File: config.mk
export PLATFORM = sky130hd
export DESIGN_NAME = pwm_burst_monitor
export DESIGN_NICKNAME = d
export VERILOG_FILES = /design/src/rtl/pwm_burst_monitor.sv
export SDC_FILE = /design/constraint.sdc
export NUM_CORES = 1
export LEC_CHECK = 0
export BUFFER_PORTS_ARGS = -buffer_cell sky130_fd_sc_hd__buf_2
export CELL_PAD_IN_SITES_DETAIL_PLACEMENT = 1
export CELL_PAD_IN_SITES_GLOBAL_PLACEMENT = 1
export CORE_MARGIN = 2
export CORE_UTILIZATION = 40
export CTS_CLUSTER_SIZE = 20
export DETAILED_ROUTE_END_ITERATION = 7
export PLACE_DENSITY_LB_ADDON = 0.1
export SYNTH_ARGS = -nofsm -noshare
export SYNTH_HDL_FRONTEND = slang
export SYNTH_SLANG_ARGS = --single-unit
File: constraint.sdc
create_clock -name clk -period 3.5 [get_ports clk]
set_input_delay 0.525 -clock clk [delete_from_list [all_inputs] [get_ports clk]]
set_output_delay 0.525 -clock clk [all_outputs]
set_load 0.005 [all_outputs]
File: src/rtl/pwm_burst_monitor.sv
// pwm_burst_monitor
//   Receive-side checker for a two-frequency PWM burst stream. The external
//   PWM line is synchronised, then every rising-to-rising period and its high
//   time are measured. Each pulse is classified as frequency A, frequency B
//   or invalid. Runs of same-class pulses are reported as bursts. The block
//   locks once a nominal A burst is directly followed by a nominal B burst,
//   and it flags period, duty and timeout faults.
//
// Ports
//   clk          system clock
//   rst_n        asynchronous active-low reset
//   pwm_in       asynchronous PWM line under test
//   clear_fault  synchronous pulse that clears fault / fault_code
//   burst_valid  one-cycle strobe qualifying burst_is_b / burst_len
//   burst_is_b   class of reported burst (0 = A, 1 = B)
//   burst_len    pulse count of reported burst, saturating at 255
//   locked       nominal A/B cycle detected
//   fault        sticky fault flag
//   fault_code   00 none, 01 period, 10 timeout, 11 duty
//   state_A_out  FSM is in IN_A
//   state_B_out  FSM is in IN_B
module pwm_burst_monitor #(
  parameter int CLK_SISTEMA_FREQ   = 12_000_000,
  parameter int FREQ_A             = 10,
  parameter int PULSES_A           = 10,
  parameter int FREQ_B             = 2,
  parameter int PULSES_B           = 5,
  parameter int DUTY_CYCLE_PERCENT = 50,
  parameter int TOL_PERCENT        = 5
) (
  input  logic       clk,
  input  logic       rst_n,
  input  logic       pwm_in,
  input  logic       clear_fault,
  output logic       burst_valid,
  output logic       burst_is_b,
  output logic [7:0] burst_len,
  output logic       locked,
  output logic       fault,
  output logic [1:0] fault_code,
  output logic       state_A_out,
  output logic       state_B_out
);

  localparam int PER_A   = CLK_SISTEMA_FREQ / FREQ_A;
  localparam int PER_B   = CLK_SISTEMA_FREQ / FREQ_B;
  localparam int DUTY_A  = PER_A * DUTY_CYCLE_PERCENT / 100;
  localparam int DUTY_B  = PER_B * DUTY_CYCLE_PERCENT / 100;
  localparam int TOLP_A  = PER_A * TOL_PERCENT / 100;
  localparam int TOLP_B  = PER_B * TOL_PERCENT / 100;
  localparam int TIMEOUT = 2 * PER_B;
  localparam int CNT_W   = $clog2(TIMEOUT + 1);

  localparam logic [CNT_W-1:0] PA_LO     = CNT_W'(PER_A - TOLP_A);
  localparam logic [CNT_W-1:0] PA_HI     = CNT_W'(PER_A + TOLP_A);
  localparam logic [CNT_W-1:0] HA_LO     = CNT_W'(DUTY_A - TOLP_A);
  localparam logic [CNT_W-1:0] HA_HI     = CNT_W'(DUTY_A + TOLP_A);
  localparam logic [CNT_W-1:0] PB_LO     = CNT_W'(PER_B - TOLP_B);
  localparam logic [CNT_W-1:0] PB_HI     = CNT_W'(PER_B + TOLP_B);
  localparam logic [CNT_W-1:0] HB_LO     = CNT_W'(DUTY_B - TOLP_B);
  localparam logic [CNT_W-1:0] HB_HI     = CNT_W'(DUTY_B + TOLP_B);
  localparam logic [CNT_W-1:0] TIMEOUT_C = CNT_W'(TIMEOUT);
  localparam logic [CNT_W-1:0] CNT_ONE   = CNT_W'(1);

  localparam logic [7:0] NOM_A = 8'(PULSES_A);
  localparam logic [7:0] NOM_B = 8'(PULSES_B);

  localparam logic [1:0] WAIT_EDGE = 2'd0;
  localparam logic [1:0] MEASURE   = 2'd1;
  localparam logic [1:0] IN_A      = 2'd2;
  localparam logic [1:0] IN_B      = 2'd3;

  localparam logic [1:0] FC_PERIOD  = 2'b01;
  localparam logic [1:0] FC_TIMEOUT = 2'b10;
  localparam logic [1:0] FC_DUTY    = 2'b11;

  function automatic logic in_win(input logic [CNT_W-1:0] v,
                                  input logic [CNT_W-1:0] lo,
                                  input logic [CNT_W-1:0] hi);
    return (v >= lo) && (v <= hi);
  endfunction

  function automatic logic [7:0] sat_inc8(input logic [7:0] v);
    return (v == 8'hFF) ? v : v + 8'd1;
  endfunction

  logic             pwm_p0, pwm_p1, pwm_p2;
  logic             rise_det, fall_det;
  logic [CNT_W-1:0] period_cnt;
  logic [CNT_W-1:0] high_cnt;
  logic             fall_seen;
  logic [1:0]       state, state_nxt;
  logic [7:0]       run, run_nxt;
  logic             a_nom_prev;

  logic             per_is_a, per_is_b, duty_ok, timeout_hit;
  logic             emit, emit_b, emit_nom;
  logic             raise;
  logic [1:0]       raise_code;

  // Stage p0/p1: two-flop synchroniser. Stage p2: edge register; the
  // detect strobes are registered so an input edge shows up 3 clk later.
  always_ff @(posedge clk or negedge rst_n) begin
    if (!rst_n) begin
      pwm_p0   <= 1'b0;
      pwm_p1   <= 1'b0;
      pwm_p2   <= 1'b0;
      rise_det <= 1'b0;
      fall_det <= 1'b0;
    end else begin
      pwm_p0   <= pwm_in;
      pwm_p1   <= pwm_p0;
      pwm_p2   <= pwm_p1;
      rise_det <= pwm_p1 & ~pwm_p2;
      fall_det <= ~pwm_p1 & pwm_p2;
    end
  end

  // Measurement stage: period_cnt holds the period length in the cycle of
  // the closing rise_det; fall_seen marks that a falling edge occurred.
  always_ff @(posedge clk or negedge rst_n) begin
    if (!rst_n) begin
      period_cnt <= '0;
      fall_seen  <= 1'b0;
    end else begin
      if (rise_det)
        period_cnt <= CNT_ONE;
      else if (period_cnt != TIMEOUT_C)
        period_cnt <= period_cnt + CNT_ONE;

      if (rise_det)
        fall_seen <= 1'b0;
      else if (fall_det)
        fall_seen <= 1'b1;
    end
  end

  // high_cnt is only consulted when fall_seen is set, so it needs no reset.
  always_ff @(posedge clk) begin
    if (fall_det)
      high_cnt <= period_cnt;
  end

  assign per_is_a = in_win(period_cnt, PA_LO, PA_HI);
  assign per_is_b = !per_is_a && in_win(period_cnt, PB_LO, PB_HI);
  assign duty_ok  = fall_seen &&
                    (per_is_a ? in_win(high_cnt, HA_LO, HA_HI)
                              : in_win(high_cnt, HB_LO, HB_HI));
  assign timeout_hit = (state != WAIT_EDGE) && (period_cnt == TIMEOUT_C);

  // Classification and burst tracking. A timeout pre-empts everything; a
  // bad period beats a bad duty cycle; a duty fault still lets the pulse
  // be classified and counted.
  always_comb begin
    state_nxt  = state;
    run_nxt    = run;
    emit       = 1'b0;
    emit_b     = 1'b0;
    raise      = 1'b0;
    raise_code = 2'b00;
    if (timeout_hit) begin
      raise      = 1'b1;
      raise_code = FC_TIMEOUT;
      state_nxt  = WAIT_EDGE;
      run_nxt    = 8'd0;
    end else if (rise_det) begin
      if (state == WAIT_EDGE) begin
        state_nxt = MEASURE;
      end else if (!per_is_a && !per_is_b) begin
        raise      = 1'b1;
        raise_code = FC_PERIOD;
        state_nxt  = MEASURE;
        run_nxt    = 8'd0;
      end else begin
        if (!duty_ok) begin
          raise      = 1'b1;
          raise_code = FC_DUTY;
        end
        case (state)
          MEASURE: begin
            state_nxt = per_is_a ? IN_A : IN_B;
            run_nxt   = 8'd1;
          end
          IN_A: begin
            if (per_is_a) begin
              run_nxt = sat_inc8(run);
            end else begin
              emit      = 1'b1;
              emit_b    = 1'b0;
              state_nxt = IN_B;
              run_nxt   = 8'd1;
            end
          end
          IN_B: begin
            if (per_is_b) begin
              run_nxt = sat_inc8(run);
            end else begin
              emit      = 1'b1;
              emit_b    = 1'b1;
              state_nxt = IN_A;
              run_nxt   = 8'd1;
            end
          end
          default: state_nxt = WAIT_EDGE;
        endcase
      end
    end
  end

  assign emit_nom = emit_b ? (run == NOM_B) : (run == NOM_A);

  // Output stage: FSM, burst report, lock and sticky fault registers.
  always_ff @(posedge clk or negedge rst_n) begin
    if (!rst_n) begin
      state       <= WAIT_EDGE;
      run         <= 8'd0;
      burst_valid <= 1'b0;
      burst_is_b  <= 1'b0;
      burst_len   <= 8'd0;
      locked      <= 1'b0;
      a_nom_prev  <= 1'b0;
      fault       <= 1'b0;
      fault_code  <= 2'b00;
    end else begin
      state       <= state_nxt;
      run         <= run_nxt;
      burst_valid <= emit;
      if (emit) begin
        burst_is_b <= emit_b;
        burst_len  <= run;
      end

      if (raise) begin
        locked     <= 1'b0;
        a_nom_prev <= 1'b0;
      end else if (emit) begin
        if (!emit_nom)
          locked <= 1'b0;
        else if (emit_b && a_nom_prev)
          locked <= 1'b1;
        a_nom_prev <= !emit_b && emit_nom;
      end

      // The first fault code is kept; a raise coinciding with clear_fault
      // replaces the code instead of being lost.
      if (raise) begin
        fault <= 1'b1;
        if (!fault || clear_fault)
          fault_code <= raise_code;
      end else if (clear_fault) begin
        fault      <= 1'b0;
        fault_code <= 2'b00;
      end
    end
  end

  assign state_A_out = (state == IN_A);
  assign state_B_out = (state == IN_B);

endmodule
==> results of run 1 <==
[cells in the final DEF, fill, tap and decap left out, types with 4 or more instances in the layout]
cell type | synthesis | layout
a21oi_1 | 19 | 19
a31oi_1 | 6 | 6
and2_1 | 5 | 5
and3_1 | 8 | 8
and4_1 | 5 | 5
buf_2 | 2 | 19
buf_4 | 1 | 7
clkbuf_8 | 3 | 10
dfrtp_1 | 55 | 55
edfxtp_1 | 24 | 24
inv_1 | 11 | 11
mux2_2 | 8 | 8
mux2i_1 | 4 | 4
nand2_1 | 19 | 19
nand2b_1 | 6 | 6
nand3_1 | 18 | 18
nand4_1 | 10 | 10
nor2_1 | 45 | 45
nor2b_1 | 5 | 5
nor3_1 | 13 | 13
nor4_1 | 10 | 10
o211ai_1 | 4 | 4
o21ai_0 | 17 | 17
o22ai_1 | 5 | 5
or3_1 | 4 | 4
xnor2_1 | 6 | 6
xor2_1 | 13 | 13
[per-stage QoR]
stage / utilization (%) / hold slack, ns
floorplan: - / 0.229
detailed placement: 42.7 / 0.340
global placement: 42.7 / 0.334
finish: 44.8 / 0.284
global route: 44.8 / 0.265
CTS: 44.8 / 0.269
[final timing paths]
path / from / end / slack (ns) / cells after the start
hold reg to reg: pwm_p0 / pwm_p1 / 0.36 / 0
max in group asynchronous: rst_n / period_cnt[18] / 2.40 / 2
setup / recovery: period_cnt[18] / run[6] / 0.47 / 8
setup reg to reg: period_cnt[18] / run[6] / 0.47 / 8
min in group asynchronous: rst_n / period_cnt[23] / 0.35 / 1
hold / removal: pwm_in / pwm_p0 / 0.28 / 1
[power breakdown]
part | internal, W | switching (W)
clock | 0.000354 | 0.000358
sequential | 0.000991 | 0.0000499
combinational | 0.0000436 | 0.0000634
total | 0.00139 | 0.000472
[flip-flops by register name, summed over array words and instances, names as in the netlist, 2 cells and up]
signal / cells
fault_code: 2
run: 8
state: 2
high_cnt: 24
period_cnt: 24
burst_len: 8
[area by class of cell]
type	count	area, µm²	share of cell area [%]
clock buffer	10	138	3.13
inverter	11	41.3	0.939
sequential	79	2100	47.7
tap	133	166	3.78
multi-input combinational	276	1740	39.5
timing repair buffer	26	148	3.36
clock inverter	6	68.8	1.56
[per-layer routing]
metal	up-vias	GRT usage, %
met4	0	4.57
met5	-	0
li1	1451	-
met3	10	2.62
met1	1538	29.0
met2	34	27.7
[critical path, stage by stage, from the launching register on]
cell	delay, ns
dfrtp_1	0.49
or4_4	0.58
nor4_2	0.23
o21ai_1	0.15
a32oi_4	0.30
mux2i_1	0.23
nor2_1	0.59
o21ai_0	0.21
a21oi_1	0.18
[cell families after synthesis]
logic type	count (synthesis)	share of synthesized area, %
AND/OR/NAND/NOR	165	21.9
XOR/XNOR	19	4.11
multiplexers	13	3.58
AO/OA/AOI/OAI	76	12.4
adder cells (fa/ha/maj)	3	0.927
buffers and inverters	30	5.31
flip-flops	79	51.8
==> flow_summary.toml, run 1 <==
[placement]
dp_hpwl_mm = 6.84
place_inst = 525
placed_cell_area_mm2 = 0.00419
post-place-ws_ns = 0.486
gp_congestion = 0.787
io_buffer_count = 19

[floorplanning]
placementRows = 36
core_area_mm2 = 0.00982
dieHeight_um = 105
die-area_mm2 = 0.0109
chipWidth_um = 105
initial_core_util_pct = 41.3
pin_count = 20

[timing]
post-route-min-period_ns = 3.03
rsz0062_at_grt = "false"
slew_headroom_pct = 30.9
period_share_pct = 86.6
drv_slew = 0
postLayoutSetupSlackWorst_ns = 0.467
worst_slew_pin_slew_ns = 1.04
fin_skew_ns = 0.0177
hold_viol_final = 0
max_freq_mhz = 330
fin_tns_setup_ns = 0
setup_violations = 0

[critical_path]
path_class = "reg -> reg"
path_max_fanout = 11
crit_path_end_kind = "register"
cp-start-kind = "register"
worstPathArrival_ns = 3.31
required_ns = 3.78

[final_layout]
n_fill_cell = 1119
stdcell_area_mm2 = 0.00440
diodes = 0
area_growth_pct = 8.55
instances_no_fill = 541
layout-drive-gt1-share_pct = 15.2
fin_nets = 410

[global_routing]
grt_pass1_wl_mm = 16.2
grtUsageTotal_pct = 18.7
grt_max_degree = 45
overflow = 0
grt_antenna_before_repair = 0
grt_pass1_vias = 3010

[yosys]
netlist_top_cells_area = "dfrtp_1 (34%), edfxtp_1 (18%), nor2_1 (4.2%), xor2_1 (2.8%), a21oi_1 (2.3%)"
yosysTopAreaCell = "dfrtp_1"
synth-seq-cells = 79
synth_top_cell_area_share_pct = 34.0
synth-seq-area-share_pct = 51.8
ys_async_sr_fraction_pct = 69.6
syn_area_mm2 = 0.00405
ys_types = 63
netlist_instances = 385
syn_area_per_cell_um2 = 10.5
post-synth-top-count-cell = "dfrtp_1"
synth-edff-count = 24
ys.flop_type = "dfrtp_1"
synth_common_cells = "dfrtp_1 (55), nor2_1 (45), edfxtp_1 (24)"
ys_warn_count = 0
synthesis.nets = 392

[clocking]
ctsResizeCount = 0
root_buffer = "clkbuf_8"
clock-sinks = 79
ctsHoldBuffers = 0
cts_max_path_buffers = 2
clkSlewWorstSetupHoldPaths_ns = 0.09
htreeDepth = 3
cts_buffers = 9
cts_tree = "yes"
clk_latency_ns = 0.35
cts_setup_buffers = 0

[routing]
remaining_drc_errors = 0
vias = 3033
wl_met3_um = 202
wl_mm = 9.66
drt_iter0_markers = 168
met1_length_mm = 5.03
routedWlPerCell_um = 17.9
wl_met2_mm = 4.33
via_per_inst = 5.61
ant_nets = 0
dr.pass1.iters = 4
top_layer = "met4"

[power_and_ir_drop]
ir_drop_v = 0.000367
p_leak_nw = 1.85
p_total_w = 0.00186
p_per_area_mw_per_mm2 = 423

[job]
drv_cap = 0

[hold_path]
hp-class = "in -> reg"

[outcome]
outcome = "complete, no violations"
Note: power is estimated with default switching activity, not from simulation.
==> inputs of run 2 (changes only) <==
--- a/config.mk
+++ b/config.mk
@@ -5,7 +5,7 @@
 export SDC_FILE = /design/constraint.sdc
 export NUM_CORES = 1
 export LEC_CHECK = 0
-export BUFFER_PORTS_ARGS = -buffer_cell sky130_fd_sc_hd__buf_2
+export BUFFER_PORTS_ARGS = -buffer_cell sky130_fd_sc_hd__buf_4
 export CELL_PAD_IN_SITES_DETAIL_PLACEMENT = 1
 export CELL_PAD_IN_SITES_GLOBAL_PLACEMENT = 1
 export CORE_MARGIN = 2
@@ -13,6 +13,7 @@
 export CTS_CLUSTER_SIZE = 20
 export DETAILED_ROUTE_END_ITERATION = 7
 export PLACE_DENSITY_LB_ADDON = 0.1
+export RECOVER_POWER = 100
 export SYNTH_ARGS = -nofsm -noshare
 export SYNTH_HDL_FRONTEND = slang
 export SYNTH_SLANG_ARGS = --single-unit
==> flow_summary.toml, run 2 (same netlist as run 1, synthesis figures left out) <==
[final_layout]
final_common_cell = "dfrtp_1"
final_util_pct = 44.8
diodes = 0
reg_top3 = "high_cnt x24, period_cnt x24"
mostFrequentLayoutCells = "dfrtp_1 (55), nor2_1 (45), edfxtp_1 (24), nand2_1 (19), a21oi_1 (19)"
area_growth_pct = 8.55
fin_nets = 406
layout-drive-gt1-share_pct = 13.4

[power_and_ir_drop]
power_frac_seq_pct = 55.9
switching_share_pct = 25.9
p_total_w = 0.00185
ir_drop_v = 0.000244
p_switching_w = 0.000480
power_frac_clock_pct = 38.1
p_leak_nw = 1.81
p_int_w = 0.00137
combinationalPowerShare_pct = 5.9
p_per_area_mw_per_mm2 = 422

[floorplanning]
die-area_mm2 = 0.0109
initial_core_util_pct = 41.3
dieHeight_um = 105
core_area_mm2 = 0.00982
pin_count = 20
placementRows = 36
chipWidth_um = 105

[clocking]
cts_setup_buffers = 0
cts_buffers = 9
htreeDepth = 3
ctsResizeCount = 0
clkSlewWorstSetupHoldPaths_ns = 0.09
clock-sinks = 79
cts_tree = "yes"
root_buffer = "clkbuf_8"
ctsHoldBuffers = 0
clk_latency_ns = 0.36
cts_max_path_buffers = 2

[critical_path]
crit_path_end_kind = "register"
cp-start-kind = "register"
required_ns = 3.74
path_class = "reg -> reg"
reg2reg_setup_slack_ns = 0.39
path_max_fanout = 11
worstPathArrival_ns = 3.34

[timing]
post-route-min-period_ns = 3.11
rsz0062_at_grt = "false"
period_share_pct = 88.8
worst_slew_pin_slew_ns = 1.43
hold_viol_final = 0
fin_skew_ns = 0.00909
slew_headroom_pct = 4.89
max_freq_mhz = 322
drv_slew = 0
setup_violations = 0
fin_tns_setup_ns = 0

[routing]
dr.pass1.iters = 4
remaining_drc_errors = 0
ant_nets = 0
vias = 3026
drt_iter0_markers = 121
wl_mm = 9.55
via_per_inst = 5.64
routedWlPerCell_um = 17.8

[global_routing]
overflow = 0
grt_pass1_vias = 3003
grt_max_degree = 56
grt_pass1_wl_mm = 16.0
grt_antenna_before_repair = 0
grtUsageTotal_pct = 18.4

[job]
drv_cap = 0

[outcome]
outcome = "complete, no violations"

[placement]
dp_hpwl_mm = 6.71
gp_congestion = 0.822
io_buffer_count = 19

[hold_path]
hp-class = "in -> reg"
==> run 2: cell types whose count changed in the layout (fill, tap and decap cells not counted), sizes merged <==
cell      previous run  this run
clkinv               4         2
inv                 12        14
clkbuf              10        27
clkinvlp             0         1
buf                 26         4
==> run 2: layout make-up <==
type	count	area, µm²
Multi-Input combinational cell	276	1730
Timing Repair Buffer	22	159
Clock buffer	9	124
Clock inverter	7	80.1
Inverter	11	41.3
Sequential cell	79	2100
Fill cell	1140	5420
Tap cell	133	166
==> run 2: per-layer routing <==
layer / global-route usage (%) / vias to the layer above / share of wire, %
li1: - / 1446 / -
met1: 27.7 / 1526 / 52
met2: 27.5 / 48 / 44
met3: 3.87 / 6 / 3.4
met4: 3.71 / 0 / 0.80
met5: 0 / - / 0
==> run 2: critical path, cell delays in order (launching register included) <==
cell	delay, ns
dfrtp_1	0.50
or4_1	0.60
nor4_2	0.22
o21ai_1	0.14
a32oi_4	0.29
mux2i_1	0.13
nor3_1	0.14
clkbuf_1	0.55
mux2_2	0.41
==> run 2: final timing paths <==
path                                startpoint  cells after the start             end
worst max-delay path            period_cnt[18]                      8    burst_len[6]
worst min-delay path                    pwm_in                      1          pwm_p0
worst max register to register  period_cnt[18]                      8    burst_len[6]
worst min register to register          pwm_p0                      0          pwm_p1
max in group asynchronous                rst_n                      1          run[7]
min in group asynchronous                rst_n                      1  period_cnt[21]
==> run 2: per-stage QoR <==
| stage | hold slack (ns) | cell area (µm²) | instances | setup WS, ns |
|---|---|---|---|---|
| final | 0.290 | 4400 | 537 | 0.393 |
| after detailed placement | 0.336 | 4210 | 521 | 0.554 |
| after CTS | 0.246 | 4410 | 537 | 0.542 |
| after global routing | 0.272 | 4400 | 537 | 0.140 |
| after floorplan | 0.229 | 4050 | 385 | 0.953 |
| after global placement | 0.332 | 4210 | 521 | 0.628 |
==> run 2: power by group through the flow <==
stage / Combinational (W) / Sequential [W] / Clock, W
finish: 0.000110 / 0.00104 / 0.000708
global route: 0.000129 / 0.00105 / 0.000767
CTS: 0.000114 / 0.00104 / 0.000737
detailed placement: 0.000113 / 0.00106 / 0
global placement: 0.000112 / 0.00106 / 0
floorplan: 0.0000729 / 0.00104 / 0
==> inputs of run 3 (changes only) <==
--- a/config.mk
+++ b/config.mk
@@ -13,7 +13,7 @@
 export CTS_CLUSTER_SIZE = 20
 export DETAILED_ROUTE_END_ITERATION = 7
 export PLACE_DENSITY_LB_ADDON = 0.1
-export RECOVER_POWER = 100
+export RECOVER_POWER = 25
 export SYNTH_ARGS = -nofsm -noshare
 export SYNTH_HDL_FRONTEND = slang
 export SYNTH_SLANG_ARGS = --single-unit
==> flow_summary.toml, run 3 (same netlist as run 1, synthesis figures left out) <==
[outcome]
outcome = "complete, no violations"

[timing]
max_freq_mhz = 336
slew_headroom_pct = 4.76
setup_violations = 0
drv_slew = 0
fin_skew_ns = 0.00899
worst_slew_pin_slew_ns = 1.43
fin_tns_setup_ns = 0
post-route-min-period_ns = 2.97
hold_viol_final = 0
rsz0062_at_grt = "false"
period_share_pct = 84.9

[critical_path]
path_max_fanout = 11
path_cells = "or4_4, nor4_2, o21ai_1, a32oi_4, mux2i_1, nor2_1, o21ai_0, a21oi_1"
worst_path_max_delay_cell = "or4_4"
crit_path_end_kind = "register"
worst-path-buf-inv = 0
worstPathArrival_ns = 3.25
required_ns = 3.78
path_delay_family = "simple AND/OR/NAND/NOR gates"
path_class = "reg -> reg"
cp-start-kind = "register"
max_stage_delay_ns = 0.58

[power_and_ir_drop]
power_frac_seq_pct = 55.9
p_leak_nw = 1.82
switching_share_pct = 25.9
power_frac_clock_pct = 38.2
p_switching_w = 0.000481
combinationalPowerShare_pct = 5.9
p_int_w = 0.00138
p_per_area_mw_per_mm2 = 421
ir_drop_v = 0.000244

[final_layout]
diodes = 0
stdcell_area_mm2 = 0.00441
fin_nets = 406
final_common_cell = "dfrtp_1"
reg_top3 = "high_cnt x24, period_cnt x24"
mostFrequentLayoutCells = "dfrtp_1 (55), nor2_1 (45), edfxtp_1 (24), buf_4 (20)"
area_growth_pct = 8.86
n_fill_cell = 1138
final_util_pct = 44.9
instances_no_fill = 537
layout-drive-gt1-share_pct = 14.4

[clocking]
cts_buffers = 9
ctsHoldBuffers = 0
cts_setup_buffers = 0
clk_latency_ns = 0.36
cts_tree = "yes"
htreeDepth = 3
clock-sinks = 79
cts_max_path_buffers = 2
ctsResizeCount = 0
root_buffer = "clkbuf_8"
clkSlewWorstSetupHoldPaths_ns = 0.09

[global_routing]
grt.busiest_layer = "met1"
use_met2_pct = 27.5
global_route.usage.met1_pct = 27.7
grt_max_degree = 56
grt_antenna_before_repair = 0
grt_pass1_wl_mm = 16.0
grtUsageTotal_pct = 18.4
overflow = 0
use_met3_pct = 3.87
grt_pass1_vias = 3003

[placement]
io_buffer_count = 19
place_inst = 521
gp_congestion = 0.822
placed_cell_area_mm2 = 0.00421
dp_hpwl_mm = 6.71

[floorplanning]
placementRows = 36
chipWidth_um = 105
dieHeight_um = 105
initial_core_util_pct = 41.3
die-area_mm2 = 0.0109
pin_count = 20
core_area_mm2 = 0.00982

[routing]
remaining_drc_errors = 0
via_per_inst = 5.56
wl_mm = 9.57
dr.pass1.iters = 4
ant_nets = 0
drt_iter0_markers = 131
routedWlPerCell_um = 17.8
vias = 2984

[hold_path]
hp-class = "in -> reg"

[job]
drv_cap = 0
[run 3: cell count changes in the layout (fill, tap and decap cells not counted), sizes merged]
cell	before	now
clkbuf	27	11
buf	4	20
[run 3: final timing paths]
path | startpoint | end | slack [ns] | cells past startpoint
max | period_cnt[18] | run[4] | 0.53 | 8
min | pwm_in | pwm_p0 | 0.29 | 1
max in group asynchronous | rst_n | run[7] | 2.13 | 1
min reg2reg | pwm_p0 | pwm_p1 | 0.35 | 0
min in group asynchronous | rst_n | period_cnt[21] | 0.46 | 1
max reg2reg | period_cnt[18] | run[4] | 0.53 | 8
[run 3: metal layers]
| metal | vias to the layer above | routed length [µm] |
|---|---|---|
| met5 | - | 0 |
| met4 | 0 | 83 |
| met3 | 6 | 346 |
| met2 | 38 | 4220 |
| met1 | 1494 | 4920 |
| li1 | 1446 | - |
[run 3: final cells by class]
cell class,count,area [µm²],area share [%]
Clock buffer,9,124,2.81
Multi-Input combinational cell,276,1740,39.4
Tap cell,133,166,3.77
Sequential cell,79,2100,47.5
Timing Repair Buffer,22,163,3.69
Clock inverter,7,80.1,1.82
Inverter,11,41.3,0.936
[run 3: power groups by stage]
stage / Clock, W / Sequential, W / Combinational (W)
final: 0.000709 / 0.00104 / 0.000110
after global routing: 0.000767 / 0.00105 / 0.000129
after CTS: 0.000737 / 0.00104 / 0.000114
after detailed placement: 0 / 0.00106 / 0.000113
after global placement: 0 / 0.00106 / 0.000112
after floorplan: 0 / 0.00104 / 0.0000729
[run 3: worst reg2reg max path, cell delays in order (launching register included)]
cell	delay [ns]
dfrtp_1	0.50
or4_4	0.59
nor4_2	0.21
o21ai_1	0.14
a32oi_4	0.29
mux2i_1	0.23
nor2_1	0.55
o21ai_0	0.19
a21oi_1	0.20
[run 3: through the flow]
step                      hold slack (ns)  worst slack (ns)  power [W]
after floorplan                     0.229             0.953    0.00111
after global placement              0.332             0.628    0.00117
after detailed placement            0.336             0.554    0.00117
after CTS                           0.246             0.542    0.00189
after global routing                0.272             0.205    0.00194
final                               0.290             0.527    0.00186
